$ cat src/rtl/wave_generator.sv
// Multi-mode audio oscillator: phase accumulator feeding triangle/square/saw
// shaping and amplitude scaling, with a graceful stop that ends on a zero sample.
module wave_generator #(
    parameter int DATA_W  = 16,
    parameter int PHASE_W = 24,    // must be >= DATA_W+1
    parameter int AMP_W   = 9      // must be >= 9 so unity (256) is representable
) (
    input  logic                      i_clk,
    input  logic                      i_rst_n,
    input  logic                      i_start,
    input  logic                      i_stop,
    input  logic                      i_sample_en,
    input  logic [1:0]                i_mode,
    input  logic [PHASE_W-1:0]        i_phase_inc,
    input  logic [AMP_W-1:0]          i_amp,
    output logic signed [DATA_W-1:0]  o_data,
    output logic                      o_valid,
    output logic                      o_busy
);

    // state | meaning
    // IDLE  | silent, strobes ignored, phase parked
    // RUN   | oscillating, one sample per strobe
    // DRAIN | oscillating until the phase wraps; wrap sample forced to zero
    typedef enum logic [1:0] {
        IDLE  = 2'd0,
        RUN   = 2'd1,
        DRAIN = 2'd2
    } state_t;

    localparam logic [DATA_W-1:0]  SIGN_BIT = {1'b1, {(DATA_W-1){1'b0}}};
    localparam logic [DATA_W-1:0]  SQ_POS   = {1'b0, {(DATA_W-1){1'b1}}};
    localparam logic [DATA_W-1:0]  SQ_NEG   = {1'b1, {(DATA_W-2){1'b0}}, 1'b1};
    localparam logic [PHASE_W-1:0] QUARTER  = {2'b01, {(PHASE_W-2){1'b0}}};
    localparam logic [8:0]         UNITY    = 9'd256;

    state_t state, state_nxt;

    logic [PHASE_W-1:0] phase;
    logic [PHASE_W:0]   phase_sum;
    logic               wrap;

    logic               strobe_act;
    logic               restart;
    logic               hard_stop;
    logic               force_zero;

    logic [PHASE_W-1:0] tri_q;
    logic [DATA_W-1:0]  tri_x;
    logic [DATA_W-1:0]  tri_v;
    logic [DATA_W-1:0]  saw_v;
    logic [DATA_W-1:0]  raw_nxt;
    logic [8:0]         amp_clamp;

    logic                      valid_s1;
    logic                      force_s1;
    logic signed [DATA_W-1:0]  raw_s1;
    logic [8:0]                amp_s1;
    logic signed [DATA_W+9:0]  prod;
    logic signed [DATA_W-1:0]  scaled;

    // FSM: state register
    always_ff @(posedge i_clk) begin
        if (!i_rst_n) begin
            state <= IDLE;
        end else begin
            state <= state_nxt;
        end
    end

    // FSM: next state (stop outranks start outside IDLE)
    always_comb begin
        state_nxt = state;
        case (state)
            IDLE: begin
                if (i_start) state_nxt = RUN;
            end
            RUN: begin
                if (i_stop) state_nxt = DRAIN;
            end
            DRAIN: begin
                if (i_stop)                    state_nxt = IDLE;
                else if (i_start)              state_nxt = RUN;
                else if (strobe_act && wrap)   state_nxt = IDLE;
            end
            default: state_nxt = IDLE;
        endcase
    end

    // FSM: decoded controls
    always_comb begin
        strobe_act = i_sample_en && (state != IDLE);
        restart    = i_start && ((state == IDLE) || !i_stop);
        hard_stop  = (state == DRAIN) && i_stop;
        force_zero = (state == DRAIN) && wrap && !i_start;
        // busy covers the sample still in stage 1 so it drops with the last o_valid
        o_busy     = (state != IDLE) || valid_s1;
    end

    assign phase_sum = {1'b0, phase} + {1'b0, i_phase_inc};
    assign wrap      = phase_sum[PHASE_W];

    always_ff @(posedge i_clk) begin
        if (!i_rst_n) begin
            phase <= '0;
        end else if (restart) begin
            phase <= '0;
        end else if (strobe_act) begin
            phase <= phase_sum[PHASE_W-1:0];
        end
    end

    // Triangle is the quarter-shifted phase folded at half period, re-centred
    // by flipping the sign bit.
    always_comb begin
        tri_q = phase + QUARTER;
        tri_x = DATA_W'(tri_q >> (PHASE_W - 1 - DATA_W));
        tri_v = (tri_q[PHASE_W-1] ? ~tri_x : tri_x) ^ SIGN_BIT;
        saw_v = DATA_W'(phase >> (PHASE_W - DATA_W));
        case (i_mode)
            2'b00:   raw_nxt = tri_v;
            2'b01:   raw_nxt = phase[PHASE_W-1] ? SQ_NEG : SQ_POS;
            2'b10:   raw_nxt = saw_v;
            default: raw_nxt = '0;
        endcase
        amp_clamp = (i_amp > AMP_W'(256)) ? UNITY : i_amp[8:0];
    end

    always_ff @(posedge i_clk) begin
        if (!i_rst_n || hard_stop) begin
            valid_s1 <= 1'b0;
            force_s1 <= 1'b0;
            raw_s1   <= '0;
            amp_s1   <= '0;
        end else begin
            valid_s1 <= strobe_act;
            if (strobe_act) begin
                force_s1 <= force_zero;
                raw_s1   <= raw_nxt;
                amp_s1   <= amp_clamp;
            end
        end
    end

    // |raw| <= 2^(DATA_W-1) and gain <= 1, so the floored product always fits
    assign prod   = $signed({{10{raw_s1[DATA_W-1]}}, raw_s1})
                  * $signed({{(DATA_W+1){1'b0}}, amp_s1});
    assign scaled = DATA_W'(prod >>> 8);

    always_ff @(posedge i_clk) begin
        if (!i_rst_n || hard_stop) begin
            o_valid <= 1'b0;
            o_data  <= '0;
        end else begin
            o_valid <= valid_s1;
            o_data  <= (valid_s1 && !force_s1) ? scaled : '0;
        end
    end

endmodule

$ cat config.mk
export PLATFORM = sky130hd
export DESIGN_NAME = wave_generator
export DESIGN_NICKNAME = d
export VERILOG_FILES = /design/src/rtl/wave_generator.sv
export SDC_FILE = /design/constraint.sdc
export NUM_CORES = 1
export LEC_CHECK = 0
export CELL_PAD_IN_SITES_DETAIL_PLACEMENT = 0
export CELL_PAD_IN_SITES_GLOBAL_PLACEMENT = 1
export CORE_MARGIN = 2
export CORE_UTILIZATION = 30
export DETAILED_ROUTE_END_ITERATION = 16
export MAX_ROUTING_LAYER = met4
export PLACE_DENSITY_LB_ADDON = 0.25
export SETUP_SLACK_MARGIN = 0.4
export SYNTH_ARGS = -nofsm -noshare
export SYNTH_HDL_FRONTEND = slang
export SYNTH_SLANG_ARGS = --single-unit
$ cat constraint.sdc
create_clock -name i_clk -period 9.4 [get_ports i_clk]
set_clock_uncertainty 0.15 [all_clocks]
set_input_delay 0.94 -clock i_clk [delete_from_list [all_inputs] [get_ports i_clk]]
set_output_delay 0.94 -clock i_clk [all_outputs]
set_load 0.05 [all_outputs]
==> results of run 1 <==
## worst paths after layout
check | startpoint | endpoint | slack, ns | cells after the start
hold reg to reg | phase[6]$_SDFFE_PP0P_ | phase[6]$_SDFFE_PP0P_ | 0.31 | 2
hold / removal | phase[6]$_SDFFE_PP0P_ | phase[6]$_SDFFE_PP0P_ | 0.31 | 2
setup / recovery | amp_s1[1]$_SDFFE_PP0P_ | o_data[15]$_SDFF_PP0_ | 3.66 | 18
setup reg to reg | amp_s1[1]$_SDFFE_PP0P_ | o_data[15]$_SDFF_PP0_ | 3.66 | 18
## critical path: stages (launching register included)
cell and delay, ns:
dfxtp_1 0.77, nand2_1 0.17, fa_1 0.56, inv_1 0.05
fa_1 0.48, fa_1 0.52, fa_1 0.49, inv_1 0.06
fa_1 0.52, inv_1 0.04, ha_1 0.33, o21a_1 0.21
o211ai_1 0.21, a21oi_1 0.12, nand3_1 0.11, a21oi_2 0.06
o31a_1 0.35, o41ai_2 0.25, mux2i_1 0.21
## sequential cells by signal, summed over array words and instances, names as in the netlist
signal / flops
phase: 24
o_data: 16
raw_s1: 16
amp_s1: 9
state: 2
force_s1: 1
o_valid: 1
valid_s1: 1
## routing by layer
| layer | vias up | track usage [%] | routed length (um) | share of wire, % |
|---|---|---|---|---|
| met5 | - | - | 0 | 0 |
| met4 | 0 | 3.47 | 207 | 0.98 |
| met3 | 13 | 1.52 | 561 | 2.7 |
| met2 | 88 | 25.1 | 9900 | 47 |
| met1 | 3227 | 19.8 | 10400 | 49 |
| li1 | 3355 | - | - | - |
## synthesized netlist by cell type, drive strengths merged (4+ instances only)
library cell	n	area share [%]
nand4	5	0.43
clkbuf	48	2.1
nor2b	4	0.29
xnor2	18	1.8
and3	5	0.36
inv	143	6.1
nand2b	5	0.36
and2	73	5.2
o21a	12	1.0
nor2	69	3.0
buf	8	0.56
or2	6	0.43
a31oi	5	0.36
a21oi	54	3.3
nor3b	12	1.0
ha	74	11
nand3	18	1.0
nand2	131	5.6
a211oi	8	0.68
or3	6	0.43
dfxtp	70	16
xor2	39	3.9
a22oi	14	1.2
nor3	17	0.97
nor4	4	0.46
a21o	11	0.94
o21ai	34	2.1
fa	115	26
## logic make-up (layout without fill, tap and decap cells)
logic type	Yosys count	count (layout)	synth area share [%]
other	0	1	0
DFF	70	70	16.0
adders and majority gates	189	189	36.8
AOI/OAI and AO/OA	162	162	12.6
muxes	3	3	0.342
xor gates and xnor gates	57	57	5.69
buffers and inverters	199	218	8.73
and+or+nand+nor	359	359	19.9
## report_power, final
| part | total [mW] | switching (mW) | internal (mW) |
|---|---|---|---|
| Combinational | 0.134 | 0.0751 | 0.0585 |
| Sequential | 0.329 | 0.0239 | 0.306 |
| Clock | 0.423 | 0.159 | 0.264 |
| Total | 0.886 | 0.258 | 0.628 |
## layout make-up
cell class | count | share of cell area, %
tap | 384 | 4.81
sequential | 70 | 14.0
inverter | 143 | 5.38
timing repair buffer | 59 | 5.87
antenna | 1 | 0.0251
clock inverter | 7 | 1.29
multi-input combinational | 770 | 66.3
clock buffer | 9 | 2.26
==> results.ini, run 1 <==
[timing]
min_period_over_period_pct = 61.1
finalSetupViolCount = 0
finalCriticalPeriod_ns = 5.74
fin_hold_ws_ns = 0.307
worst_pin_slew_ns = 1.10
finalWorstSetupSlack_ns = 3.66
fmax_ghz = 0.174
fin_setup_tns_ns = 0
final_max_slew_viol_count = 0
max_slew_margin_pct = 26.4
rsz0062_at_grt = no
hold_viol = 0

[routing]
wl_um = 21100
vias_per_cell = 4.63
vias = 6683
drt_first_iter_violations = 260
ant_nets = 0
post_drt_wl_per_cell_um = 14.6
drc = 0
first_pass_iters = 4

[logic_synthesis]
synth_edf_count = 0
yosysWarnings = 0
syn_avg_cell_area_um2 = 8.45
ys_seq_area_share_pct = 16.0
postSynthCellCount = 1039
synthArstFlopShare_pct = 0
synth_cell_types = 57
syn_nets = 1268
ys.flop_type = dfxtp_1
synth_area_um2 = 8770
synth_seq_cells = 70

[clocking]
cts_resized = 0
cts_buffers = 9
htreeDepth = 3
insertion_delay_ns = 0.35
clockBufferDepth = 2
clk_pin_slew_ns = 0.07
cts_tree = built
cts.hold.buffers_added = 0
post_cts_buffers = 0
clock-root-buffer = clkbuf_16
clock-sinks = 70

[die]
chipWidth_um = 175
initial_core_util_pct = 30.5
io_pins = 58
die-area_um2 = 30600
fp.dieH_um = 175
rows = 62
core_um2 = 28800

[setup_path]
crit_required_ns = 9.53
crit_path_end_kind = register
cp_max_fo = 17
worstPathArrival_ns = 5.87
crit_path_start_kind = register
setup.worst_path.class = register to register

[layout]
final_area_um2 = 9980
stdcell_count = 1443
multiInputGateArea_um2 = 6620
n_fill_cell = 3046
final_cell_mix = 143 x inv_1, 131 x nand2_1, 115 x fa_1
utilization_pct = 34.7
nets = 1282
seq_area_um2 = 1400
drive_gt1_share_pct = 3.50
layout_commonest_cell = inv_1
syn2layout_area_growth_pct = 13.7

[run_status]
status = finished, final reports clean

[power]
power.leakage_nw = 4.86
p_total_uw = 886
p_per_area_nw_per_um2 = 88.8
ir_drop_mv = 0.0771

[place]
gp_congestion = 0.795
portBuffers = 57
hpwl_um = 16300
dp_cells = 1426
place_ws_ns = 3.65
dpl_cell_area_um2 = 9620

[grt]
gr-total-overflow = 0
grtUsageTotal_pct = 15.1
grt_start_max_net_pins = 63
grt_pass1_vias = 7049
antenna_found_initial = 1
grt_first_pass_wirelength_um = 36200

[job]
cap_violations = 0

[worst_hold_path]
hp-class = register to register

(Power assumes the default switching activity.)
==> run 2, diff against run 1 <==
==> constraint.sdc (replaced) <==
create_clock -name i_clk -period 5.4 [get_ports i_clk]
set_clock_uncertainty 0.15 [all_clocks]
set_input_delay 0.54 -clock i_clk [delete_from_list [all_inputs] [get_ports i_clk]]
set_output_delay 0.54 -clock i_clk [all_outputs]
set_load 0.05 [all_outputs]
==> run 2 against run 1 <==
Against the previous run:
- sequential share of layout area shrank 0.51 points
- fmax grew 13%
- utilization grew 2.8 points
- via count grew 2.5%
- register-to-register slack lost 3.3 ns
- clock power grew 51%
- die area is the same
- sequential power grew 69%
- largest cell class unchanged
==> results.ini, run 2 (synthesized netlist as in run 1, its figures left out) <==
[timing]
min_period_over_period_pct = 93.9
max_slew_margin_pct = 28.6
fin_setup_tns_ns = 0
fin_hold_ws_ns = 0.308
fmax_ghz = 0.197
hold_viol = 0
worst_pin_slew_ns = 1.07
finalCriticalPeriod_ns = 5.07
finalSetupViolCount = 0
final_max_slew_viol_count = 0
rsz0062_at_grt = yes

[setup_path]
rr_worst_depth = 17
worstPathArrival_ns = 5.20
crit_path_start_kind = register
cp_common_cell = fa_1
crit_required_ns = 5.53
path_buf_inv = 3
path_cells = buf_12, and2_1, fa_1, fa_1, fa_1, fa_1, inv_1, fa_1, inv_1, ha_4, a21o_1, a21o_1, a21oi_2, o21ai_1, o31a_1, o41ai_2, mux2i_1
cp_max_fo = 8
r2r_end = o_data[15]$_SDFF_PP0_
setup.worst_path.class = register to register
max_stage_delay_ns = 0.57
r2r_slack_ns = 0.33
r2r_start = amp_s1[4]$_SDFFE_PP0P_
crit_path_end_kind = register
path_delay_family = adder cells
slowest_stage = fa_1

[routing]
vias_per_cell = 4.54
vias = 6853
post_drt_wl_per_cell_um = 14.3
wl_um = 21600
drt_first_iter_violations = 295
drc = 0
first_pass_iters = 5
ant_nets = 0

[clocking]
insertion_delay_ns = 0.36
cts_buffers = 9
clock-root-buffer = clkbuf_16
htreeDepth = 3
clk_pin_slew_ns = 0.07
clock-sinks = 70
cts_tree = built
clockBufferDepth = 2

[die]
core_um2 = 28800
rows = 62
io_pins = 58
initial_core_util_pct = 30.5
fp.dieH_um = 175
die-area_um2 = 30600
chipWidth_um = 175

[worst_hold_path]
hp-class = register to register
hold_end = phase[6]$_SDFFE_PP0P_
hp-start = phase[6]$_SDFFE_PP0P_
holdPathStages = 2

[power]
ir_drop_mv = 0.144
power.leakage_nw = 5.15
p_per_area_nw_per_um2 = 136
p_total_mw = 1.47

[layout]
drive_gt1_share_pct = 14.3
stdcell_count = 1509
largest_reg_flops = 24
top_register = phase
final_area_um2 = 10800
top_regs = phase x24, o_data x16, raw_s1 x16
layout_commonest_cell = inv_1
final_cell_mix = 138 x inv_1, 125 x nand2_1, 108 x fa_1
syn2layout_area_growth_pct = 22.9
nets = 1347

[grt]
grtUsageTotal_pct = 15.3
grt_pass1_vias = 7077
antenna_found_initial = 2
grt_start_max_net_pins = 63
gr-total-overflow = 0
grt_first_pass_wirelength_um = 36600

[place]
gp_congestion = 0.824
portBuffers = 57
dp_cells = 1466
dpl_cell_area_um2 = 10000
hpwl_um = 17000

[job]
cap_violations = 0

[run_status]
status = finished, final reports clean

run 2: cell type report:
| class | instances | area (um^2) |
|---|---|---|
| well taps | 384 | 480 |
| repair buffers | 124 | 1160 |
| multi-input cells | 770 | 6840 |
| clock inverters | 5 | 65.1 |
| flip-flops and latches | 70 | 1460 |
| inverters | 143 | 537 |
| fillers | 2932 | 18000 |
| diodes | 2 | 5.00 |
| clock buffers | 11 | 243 |
run 2: where the power goes:
| group | internal, mW | switching, mW |
|---|---|---|
| clock network | 0.377 | 0.263 |
| logic | 0.122 | 0.149 |
| registers | 0.528 | 0.0271 |
| total | 1.03 | 0.440 |
run 2: what timing repair did:
item	4_1_cts	5_1_grt
gates resized for setup	49	23
setup buffers	12	13
hold endpoints to repair	0	0
endpoints found under the setup margin	11	12
pin swaps	14	7
hold buffers	0	0
run 2: per-layer routing:
metal	wire, um	part of all wire (%)	vias up	GRT usage, %
met5	0	0	-	-
met2	10100	47	81	24.7
li1	-	-	3494	-
met4	212	0.98	0	3.58
met3	792	3.7	10	2.74
met1	10500	48	3268	19.9
run 2: worst max path at each step:
stage / from / end / depth (start not counted) / slack [ns]
6_report: amp_s1[4]$_SDFFE_PP0P_ / o_data[15]$_SDFF_PP0_ / 17 / 0.33
5_1_grt: amp_s1[3]$_SDFFE_PP0P_ / o_data[13]$_SDFF_PP0_ / 20 / 0.12
4_1_cts: amp_s1[1]$_SDFFE_PP0P_ / o_data[15]$_SDFF_PP0_ / 17 / 0.32
3_5_place_dp: raw_s1[5]$_SDFFE_PP0P_ / o_data[15]$_SDFF_PP0_ / 18 / 0.03
3_3_place_gp: raw_s1[5]$_SDFFE_PP0P_ / o_data[15]$_SDFF_PP0_ / 18 / 0.06
2_1_floorplan: amp_s1[2]$_SDFFE_PP0P_ / o_data[15]$_SDFF_PP0_ / 20 / 0.28
run 2: tightest hold or removal path: cells and delay by family (launching register included):
kind / cells / cell delay (ns)
flip-flops: 1 / 0.31
AND/OR/NAND/NOR: 1 / 0.05
AO/OA/AOI/OAI: 1 / 0.05
run 2: through the flow:
| step | util, % | setup WS [ns] |
|---|---|---|
| after floorplan | - | 0.281 |
| after global placement | 34.8 | 0.0567 |
| after detailed placement | 34.8 | 0.0313 |
| after CTS | 36.8 | 0.318 |
| after global routing | 37.5 | 0.122 |
| final | 37.5 | 0.328 |
